<file path="src/rtl/input_conditioner.sv">
// Two-channel synchroniser + debouncer for the raw A/B lab inputs feeding the (S,T) detector.
// Produces clean levels, one-cycle change strobes and a "nothing pending" flag.
module input_conditioner #(
    parameter int SYNC_STAGES     = 2,
    parameter int DEBOUNCE_CYCLES = 4
) (
    input  logic clk,
    input  logic reset,
    input  logic raw_a,
    input  logic raw_b,
    output logic a,
    output logic b,
    output logic a_edge,
    output logic b_edge,
    output logic settled
);
    localparam int CNT_W = (DEBOUNCE_CYCLES > 1) ? $clog2(DEBOUNCE_CYCLES) : 1;
    localparam logic [CNT_W-1:0] CNT_LAST = CNT_W'(DEBOUNCE_CYCLES - 1);

    // Channel 0 is A, channel 1 is B.
    logic [1:0]                  w_raw;
    logic [1:0][SYNC_STAGES-1:0] r_sync;
    logic [1:0][CNT_W-1:0]       r_cnt;
    logic [1:0][CNT_W-1:0]       w_cnt_nxt;
    logic [1:0]                  r_lvl;
    logic [1:0]                  w_lvl_nxt;
    logic [1:0]                  r_edge;
    logic [1:0]                  w_upd;
    logic [1:0]                  w_sync;
    logic [1:0]                  w_sync_nxt;
    logic                        r_settled;
    logic                        w_settled_nxt;

    assign w_raw = {raw_b, raw_a};

    always_comb begin
        w_sync     = '0;
        w_sync_nxt = '0;
        w_cnt_nxt  = r_cnt;
        w_upd      = '0;
        w_lvl_nxt  = r_lvl;
        for (int ch = 0; ch < 2; ch++) begin
            w_sync[ch]     = r_sync[ch][SYNC_STAGES-1];
            w_sync_nxt[ch] = r_sync[ch][SYNC_STAGES-2];
            if (w_sync[ch] == r_lvl[ch]) begin
                w_cnt_nxt[ch] = '0;
            end else if (r_cnt[ch] == CNT_LAST) begin
                w_cnt_nxt[ch] = '0;
                w_upd[ch]     = 1'b1;
                w_lvl_nxt[ch] = w_sync[ch];
            end else begin
                w_cnt_nxt[ch] = r_cnt[ch] + CNT_W'(1);
            end
        end
        // Looks one edge ahead so settled drops as soon as a disagreeing sample reaches sync.
        w_settled_nxt = (w_cnt_nxt[0] == '0) && (w_cnt_nxt[1] == '0) &&
                        (w_sync_nxt == w_lvl_nxt);
    end

    always_ff @(posedge clk or posedge reset) begin
        if (reset) begin
            r_sync    <= '0;
            r_cnt     <= '0;
            r_lvl     <= '0;
            r_edge    <= '0;
            r_settled <= 1'b1;
        end else begin
            for (int ch = 0; ch < 2; ch++) begin
                r_sync[ch] <= {r_sync[ch][SYNC_STAGES-2:0], w_raw[ch]};
            end
            r_cnt     <= w_cnt_nxt;
            r_lvl     <= w_lvl_nxt;
            r_edge    <= w_upd;
            r_settled <= w_settled_nxt;
        end
    end

    assign a       = r_lvl[0];
    assign b       = r_lvl[1];
    assign a_edge  = r_edge[0];
    assign b_edge  = r_edge[1];
    assign settled = r_settled;

endmodule
</file>
<file path="config.mk">
export PLATFORM = sky130hd
export DESIGN_NAME = input_conditioner
export DESIGN_NICKNAME = d
export VERILOG_FILES = /design/src/rtl/input_conditioner.sv
export SDC_FILE = /design/constraint.sdc
export NUM_CORES = 1
export LEC_CHECK = 0
export ABC_AREA = 0
export CAP_MARGIN = 20
export CORE_AREA = 2 2 39 41
export CTS_BUF_LIST = sky130_fd_sc_hd__clkbuf_2 sky130_fd_sc_hd__clkbuf_4 sky130_fd_sc_hd__clkbuf_8
export DETAILED_ROUTE_END_ITERATION = 16
export DIE_AREA = 0 0 41 43
export GPL_TIMING_DRIVEN = 0
export SYNTH_ARGS = -nofsm -noshare
export SYNTH_HDL_FRONTEND = slang
export SYNTH_SLANG_ARGS = --single-unit
</file>
<file path="constraint.sdc">
create_clock -name clk -period 2.8 [get_ports clk]
set_input_delay 0.7 -clock clk [delete_from_list [all_inputs] [get_ports clk]]
set_output_delay 0.7 -clock clk [all_outputs]
set_load 0.05 [all_outputs]
</file>
# Yosys cells after proc, flatten, opt, wreduce, memory -nomap -nowiden
# Index checks and enable logic that the tools add are counted.
[classes]
addsub = 2
bitwise = 0
n_eq_ne = 5
mux = 12
n_div = 0
shifts = 0
mul = 0
reduce_logical = 4
n_lt_le_gt_ge = 0
[op_table]
columns = ["cell", "n"]
rows = [
  ["2-to-1 mux 1 bit", 8],
  ["2-to-1 mux 2 bit", 4],
  ["adder 2 x 1 -> 2 bit (second input constant)", 2],
  ["equality test 2 bit (second input constant)", 2],
  ["logical NOT 2 bit", 2],
  ["equality test 1 bit", 2],
  ["equality test 2 bit", 1],
  ["logical AND 1 bit", 2],
]
[word_totals]
romBits = 0
input_bits = 4
reg_bits = 13
elab_cells = 30
memories = 0
out_inout_bits = 5
latchBits = 0
ram_bits = 0

# Depth between registers and ports, before layout
# Gate-level depths: netlist (run 1).
[depth]
depth_word = 6
mapped_depth = 4
ltp_nobuf = 4

# Worst setup path before layout (run 1)
# OpenSTA, ideal clock, no wires.
[synth_path]
kind = "register -> output"
startpoint = "reg r_settled (netlist: settled)"
endpoint = "out settled"
setup_slack_ps = 1444
required_time_ps = 2100
arrival_time_ps = 656
path_buffers = 0
stages_incl_launch_ff = 1
path_cell_list = "dfstp_2"
[synth_rtl]
columns = ["element", "line", "rtl"]
rows = [
  ["from (decl)", "31", "logic r_settled;"],
  ["from (signal assigned)", "74", "r_settled <= w_settled_nxt;"],
  ["to (decl)", "15", "output logic settled"],
]
# No word-level cell between the ends.

# Worst setup path in the final report (run 1)
[layout_path]
startpoint = "reg r_settled (netlist: settled)"
endpoint = "out settled"
# No word-level cell between the ends.

==> impl_metrics.py, run 1 <==
metrics = {
    "outcome": {
        "status": "finished clean",
    },
    "logic_synthesis": {
        "syn_nets": 39,
        "synth.avg_cell_area_um2": 14.7,
        "yosys.area_share.simple_pct": 11.3,
        "synth-compound-area-share_pct": 2.06,
        "synthCells": 33,
        "synth_top_area_share_pct": 61.9,
        "synth_xor_area_share_pct": 7.22,
        "synth_seq_cells": 13,
        "yosys.area_share.adder_pct": 5.15,
        "synth_top_family_by_area": "simple AND/OR/NAND/NOR gates",
        "synthTopCellsByArea": "dfrtp_1 62%, and2_1 6.4%, mux2_4 6.2%, dfstp_2 5.4%, ha_1 5.2%",
        "synth.distinct_cells": 12,
        "synth_top_area_cell": "dfrtp_1",
        "netlist_area_um2": 485,
        "muxShareOfSynthArea_pct": 6.19,
        "ys_warn_count": 0,
        "ys_seq_area_share_pct": 67.3,
    },
    "timing": {
        "rsz0062_at_grt": "no",
        "hold_violations": 0,
        "tightest_slew_ns": 0.495,
        "fmax_mhz": 439,
        "period_share_pct": 81.4,
        "setup_viol": 0,
        "finalCriticalPeriod_ns": 2.28,
        "slew_headroom_pct": 66.9,
        "finalClockSkew_ns": 0.00116,
        "drv_slew": 0,
        "fin_tns_setup_ns": 0,
        "hold_ws_ns": 0.399,
    },
    "cts": {
        "cts_setup_buffers": 0,
        "clock_path_buffers": 2,
        "clkSinkCount": 13,
        "clk_pin_slew_ns": 0.07,
        "htreeDepth": 1,
        "cts_hold_buf": 0,
        "cts_buffers": 3,
        "clock_latency_ns": 0.27,
        "post_cts_resized": 0,
        "cts_tree": "yes",
        "root_buffer": "clkbuf_4",
    },
    "pwr": {
        "vdd_drop_max_mv": 0.430,
        "p_comb_share_pct": 42.5,
        "switching_share_pct": 36.5,
        "power_frac_seq_pct": 39.9,
        "pwr_density_cell_nw_per_um2": 1100,
        "switchingPower_mw": 0.248,
        "clkPwrFrac_pct": 17.6,
        "leakagePower_nw": 0.285,
        "internal-power_mw": 0.431,
    },
    "hold_path": {
        "min_to": "r_sync[3]",
        "hp-start": "r_sync[2]",
        "hold_class": "flop to flop",
        "holdPathStages": 0,
    },
    "cells_and_area": {
        "fillCellCount": 131,
        "synthToLayoutAreaGrowth_pct": 26.8,
        "final_cell_mix": "12 x dfrtp_1, 8 x clkdlybuf4s50_1, 5 x and2_1, 4 x clkbuf_4",
        "layout-drive-gt1-share_pct": 17.8,
        "n_antenna_cell": 0,
        "nets": 52,
        "postLayoutCoreUtil_pct": 44.5,
        "stdcell_area_um2": 616,
        "final_common_cell": "dfrtp_1",
    },
    "routing": {
        "drc": 0,
        "met1Wirelength_um": 278,
        "ant_nets": 0,
        "wl_met3_um": 43,
        "routed-via-count": 280,
        "routed_wirelength_um": 696,
        "routed.top_layer": "met4",
        "wl_met2_um": 357,
        "routedWlPerCell_um": 11.4,
        "drt_first_iter_violations": 5,
        "viasPerCell": 4.59,
        "first_pass_iters": 2,
    },
    "worst_setup_path": {
        "crit_family": "buffers and inverters",
        "worst_setup_path_start_kind": "flop",
        "path_buf_inv": 1,
        "r2r-end": "settled",
        "rr_startpoint": "r_cnt[0]",
        "cp-end-kind": "output pin",
        "crit_chain": "clkdlybuf4s50_1",
        "critPathArrivalTime_ns": 1.58,
        "slowest_delay_ns": 0.79,
        "cp_max_fo": 1,
        "path_class": "flop to output pin",
        "rrSetupSlack_ns": 1.44,
        "crit_path_top_delay_cell": "clkdlybuf4s50_1",
        "crit_required_ns": 2.10,
        "rr_worst_depth": 4,
    },
    "grt": {
        "grt_first_pass_wirelength_um": 1150,
        "grt_util_all_layers_pct": 10.3,
        "grt_pass1_vias": 290,
        "antenna_found_initial": 0,
        "overflow": 0,
        "grt_max_degree": 14,
    },
    "die": {
        "io_pins": 9,
        "die_w_um": 41,
        "rows": 14,
        "die_h_um": 43,
        "dieArea_um2": 1760,
        "design.core.area_um2": 1380,
        "start_util_pct": 35.1,
    },
    "run": {
        "cap_violations": 0,
    },
    "place": {
        "dp_hpwl_um": 532,
        "io_buffers": 8,
        "dpl-instance-area_um2": 586,
        "place.gp.congestion": 0.677,
    },
}
## logic make-up (layout without fill, tap and decap cells)
family	count (synthesis)	after routing
AOI/OAI and AO/OA	2	2
buffers and inverters	1	13
xor gates and xnor gates	4	4
muxes	2	2
adders and majority gates	2	2
DFF	13	13
and+or+nand+nor	9	9
## power groups by stage
stage	sequential [mW]	clock, mW	combinational, mW
after global routing	0.279	0.133	0.310
after global placement	0.271	0	0.279
final	0.271	0.120	0.288
after floorplan	0.359	0	0.122
after CTS	0.272	0.125	0.291
after detailed placement	0.276	0	0.290
## registers in the layout (all words and copies together) (netlist names)
signal and flops:
r_cnt 4, r_sync 4, r_edge 2, r_lvl 2, settled 1
## cell type report
class	count	area, µm²	share of cell area [%]
repair buffers	8	80.1	13.0
inverters	1	3.75	0.610
flip-flops and latches	13	327	53.0
clock buffers	4	30.0	4.88
well taps	16	20.0	3.25
multi-input cells	19	155	25.2
## routing by layer
metal / up-vias / track usage [%]
li1: 130 / -
met1: 138 / 11.1
met2: 10 / 15.6
met3: 2 / 3.14
met4: 0 / 8.00
met5: - / 0
## stage by stage
stage | std cells | power (mW) | setup slack, ns
2_1_floorplan | 33 | 0.481 | 1.44
3_3_place_gp | 57 | 0.551 | 0.819
3_5_place_dp | 57 | 0.566 | 0.806
4_1_cts | 61 | 0.688 | 0.503
5_1_grt | 61 | 0.721 | 0.480
6_report | 61 | 0.679 | 0.521
## how the worst max path moves through the flow
stage / endpoint / depth (start not counted) / startpoint / slack [ns]
after detailed placement: settled / 1 / settled / 0.81
after global routing: settled / 1 / settled / 0.48
after floorplan: settled / 0 / settled / 1.44
final: settled / 1 / settled / 0.52
after CTS: settled / 1 / settled / 0.50
after global placement: settled / 1 / settled / 0.82
## Yosys cell counts, drive strengths merged
master / n
dfrtp: 12
o21ai: 2
and2: 6
ha: 2
xnor2: 2
xor2: 2
and4: 1
dfstp: 1
nor2: 2
inv: 1
mux2: 2
Note: power is estimated with default switching activity, not from simulation.
==> inputs of run 2 (changes only) <==
==> constraint.sdc (replaced) <==
create_clock -name clk -period 2.4 [get_ports clk]
set_input_delay 0.6 -clock clk [delete_from_list [all_inputs] [get_ports clk]]
set_output_delay 0.6 -clock clk [all_outputs]
set_load 0.05 [all_outputs]
==> results of run 2 <==
The final DEF is identical to that of run 1. Status: finished clean.
Among the figures that moved: setup slack after placement 0.806 ns -> 0.506 ns; setup slack after layout 0.521 ns -> 0.221 ns; register-to-register setup slack 1.44 ns -> 1.04 ns; total power 0.679 mW -> 0.792 mW; worst IR drop on VDD 0.430 mV -> 0.502 mV
==> inputs of run 3 (changes only) <==
--- a/config.mk
+++ b/config.mk
@@ -11,6 +11,7 @@
 export CTS_BUF_LIST = sky130_fd_sc_hd__clkbuf_2 sky130_fd_sc_hd__clkbuf_4 sky130_fd_sc_hd__clkbuf_8
 export DETAILED_ROUTE_END_ITERATION = 16
 export DIE_AREA = 0 0 41 43
+export DONT_BUFFER_PORTS = 1
 export GPL_TIMING_DRIVEN = 0
 export SYNTH_ARGS = -nofsm -noshare
 export SYNTH_HDL_FRONTEND = slang
==> constraint.sdc (replaced) <==
create_clock -name clk -period 2.1 [get_ports clk]
set_input_delay 0.525 -clock clk [delete_from_list [all_inputs] [get_ports clk]]
set_output_delay 0.525 -clock clk [all_outputs]
set_load 0.05 [all_outputs]
==> run 3 against run 2 <==
Non-clock buffer count fell by 8. Die area did not move. Cell count fell by 13%. Critical endpoint unchanged. Largest power group is now registers.
==> impl_metrics.py, run 3 (synthesized netlist as in run 1, its figures left out) <==
metrics = {
    "place": {
        "pre_cts_ws_ns": 0.749,
        "dpl-instance-area_um2": 505,
        "placed_cells": 49,
        "io_buffers": 0,
        "place.gp.congestion": 0.713,
    },
    "cts": {
        "htreeDepth": 1,
        "clock_path_buffers": 2,
        "cts_buffers": 3,
        "clk_pin_slew_ns": 0.07,
        "root_buffer": "clkbuf_4",
        "cts_hold_buf": 0,
        "cts_setup_buffers": 0,
        "clock_latency_ns": 0.27,
        "post_cts_resized": 0,
        "clkSinkCount": 13,
        "cts_tree": "yes",
    },
    "die": {
        "die_w_um": 41,
        "design.core.area_um2": 1380,
        "io_pins": 9,
        "start_util_pct": 35.1,
        "die_h_um": 43,
        "dieArea_um2": 1760,
        "rows": 14,
    },
    "pwr": {
        "total_power_mw": 0.835,
        "vdd_drop_max_mv": 0.612,
        "pwr_density_cell_nw_per_um2": 1560,
        "leakagePower_nw": 0.256,
    },
    "worst_setup_path": {
        "crit_required_ns": 1.57,
        "r2r-end": "settled",
        "path_class": "flop to output pin",
        "critPathArrivalTime_ns": 0.95,
        "rr_worst_depth": 4,
        "crit_path_start": "settled",
        "rr_startpoint": "r_cnt[0]",
        "cp_num_cells": 0,
        "rrSetupSlack_ns": 0.75,
        "cp-end-kind": "output pin",
        "worst_setup_path_start_kind": "flop",
        "cp_max_fo": 1,
        "critical_path.endpoint": "settled",
    },
    "cells_and_area": {
        "final_cell_mix": "12 x dfrtp_1, 5 x and2_1, 4 x clkbuf_4",
        "fin_cells": 53,
        "regArea_um2": 327,
        "layout-drive-gt1-share_pct": 21.6,
        "stdcell_area_um2": 536,
        "multi_input_area_um2": 155,
        "postLayoutCoreUtil_pct": 38.7,
        "final_common_cell": "dfrtp_1",
        "synthToLayoutAreaGrowth_pct": 10.3,
        "fillCellCount": 138,
        "reg.largest.list": "r_cnt: 4 flops, r_sync: 4 flops",
        "nets": 44,
        "n_antenna_cell": 0,
    },
    "timing": {
        "slew_headroom_pct": 66.0,
        "finalClockSkew_ns": 0.00420,
        "finalCriticalPeriod_ns": 1.48,
        "fin_tns_setup_ns": 0,
        "rsz0062_at_grt": "no",
        "hold_violations": 0,
        "setup_viol": 0,
        "period_share_pct": 70.3,
        "drv_slew": 0,
        "fmax_mhz": 678,
        "fin_ws_ns": 0.624,
        "tightest_slew_ns": 0.511,
        "hold_ws_ns": 0.157,
    },
    "routing": {
        "ant_nets": 0,
        "routedWlPerCell_um": 11.5,
        "drt_first_iter_violations": 4,
        "drc": 0,
        "viasPerCell": 4.43,
        "routed-via-count": 235,
        "first_pass_iters": 2,
        "routed_wirelength_um": 609,
    },
    "grt": {
        "grt_pass1_vias": 245,
        "grt_first_pass_wirelength_um": 1000,
        "antenna_found_initial": 0,
        "grt_max_degree": 14,
        "grt_util_all_layers_pct": 9.10,
        "overflow": 0,
    },
    "run": {
        "cap_violations": 0,
    },
    "outcome": {
        "status": "finished clean",
    },
    "hold_path": {
        "hold_class": "input pin to asynchronous set/reset pin",
    },
}
run 3: cell types whose count changed in the layout (fill, tap and decap cells not counted), sizes merged:
cell,change
clkdlybuf4s50,-8
run 3: how the worst min path moves through the flow:
stage | start | to | slack, ns | cells after the start
global placement | r_sync[2] | r_sync[3] | 0.38 | 0
detailed placement | r_sync[2] | r_sync[3] | 0.38 | 0
floorplan | r_sync[0] | r_sync[1] | 0.37 | 0
global route | reset | r_edge[1] | 0.18 | 1
CTS | reset | r_edge[1] | 0.17 | 1
finish | reset | r_edge[1] | 0.16 | 1
run 3: layout make-up:
cell class / instances / area share, %
clock buffers: 4 / 5.61
multi-input cells: 19 / 29.0
flip-flops and latches: 13 / 61.0
well taps: 16 / 3.74
inverters: 1 / 0.701
run 3: layer usage:
metal	global-route usage (%)	routed length [µm]	vias to the layer above
met4	0	0	0
li1	-	-	114
met2	12.5	317	9
met1	10.6	248	112
met5	0	0	-
met3	9.42	44	0
run 3: power by group:
part	leakage, nW	internal [mW]	switching (mW)	total (mW)
clock network	0.0184	0.0864	0.0731	0.159
logic	0.0771	0.107	0.0888	0.195
registers	0.160	0.323	0.157	0.480
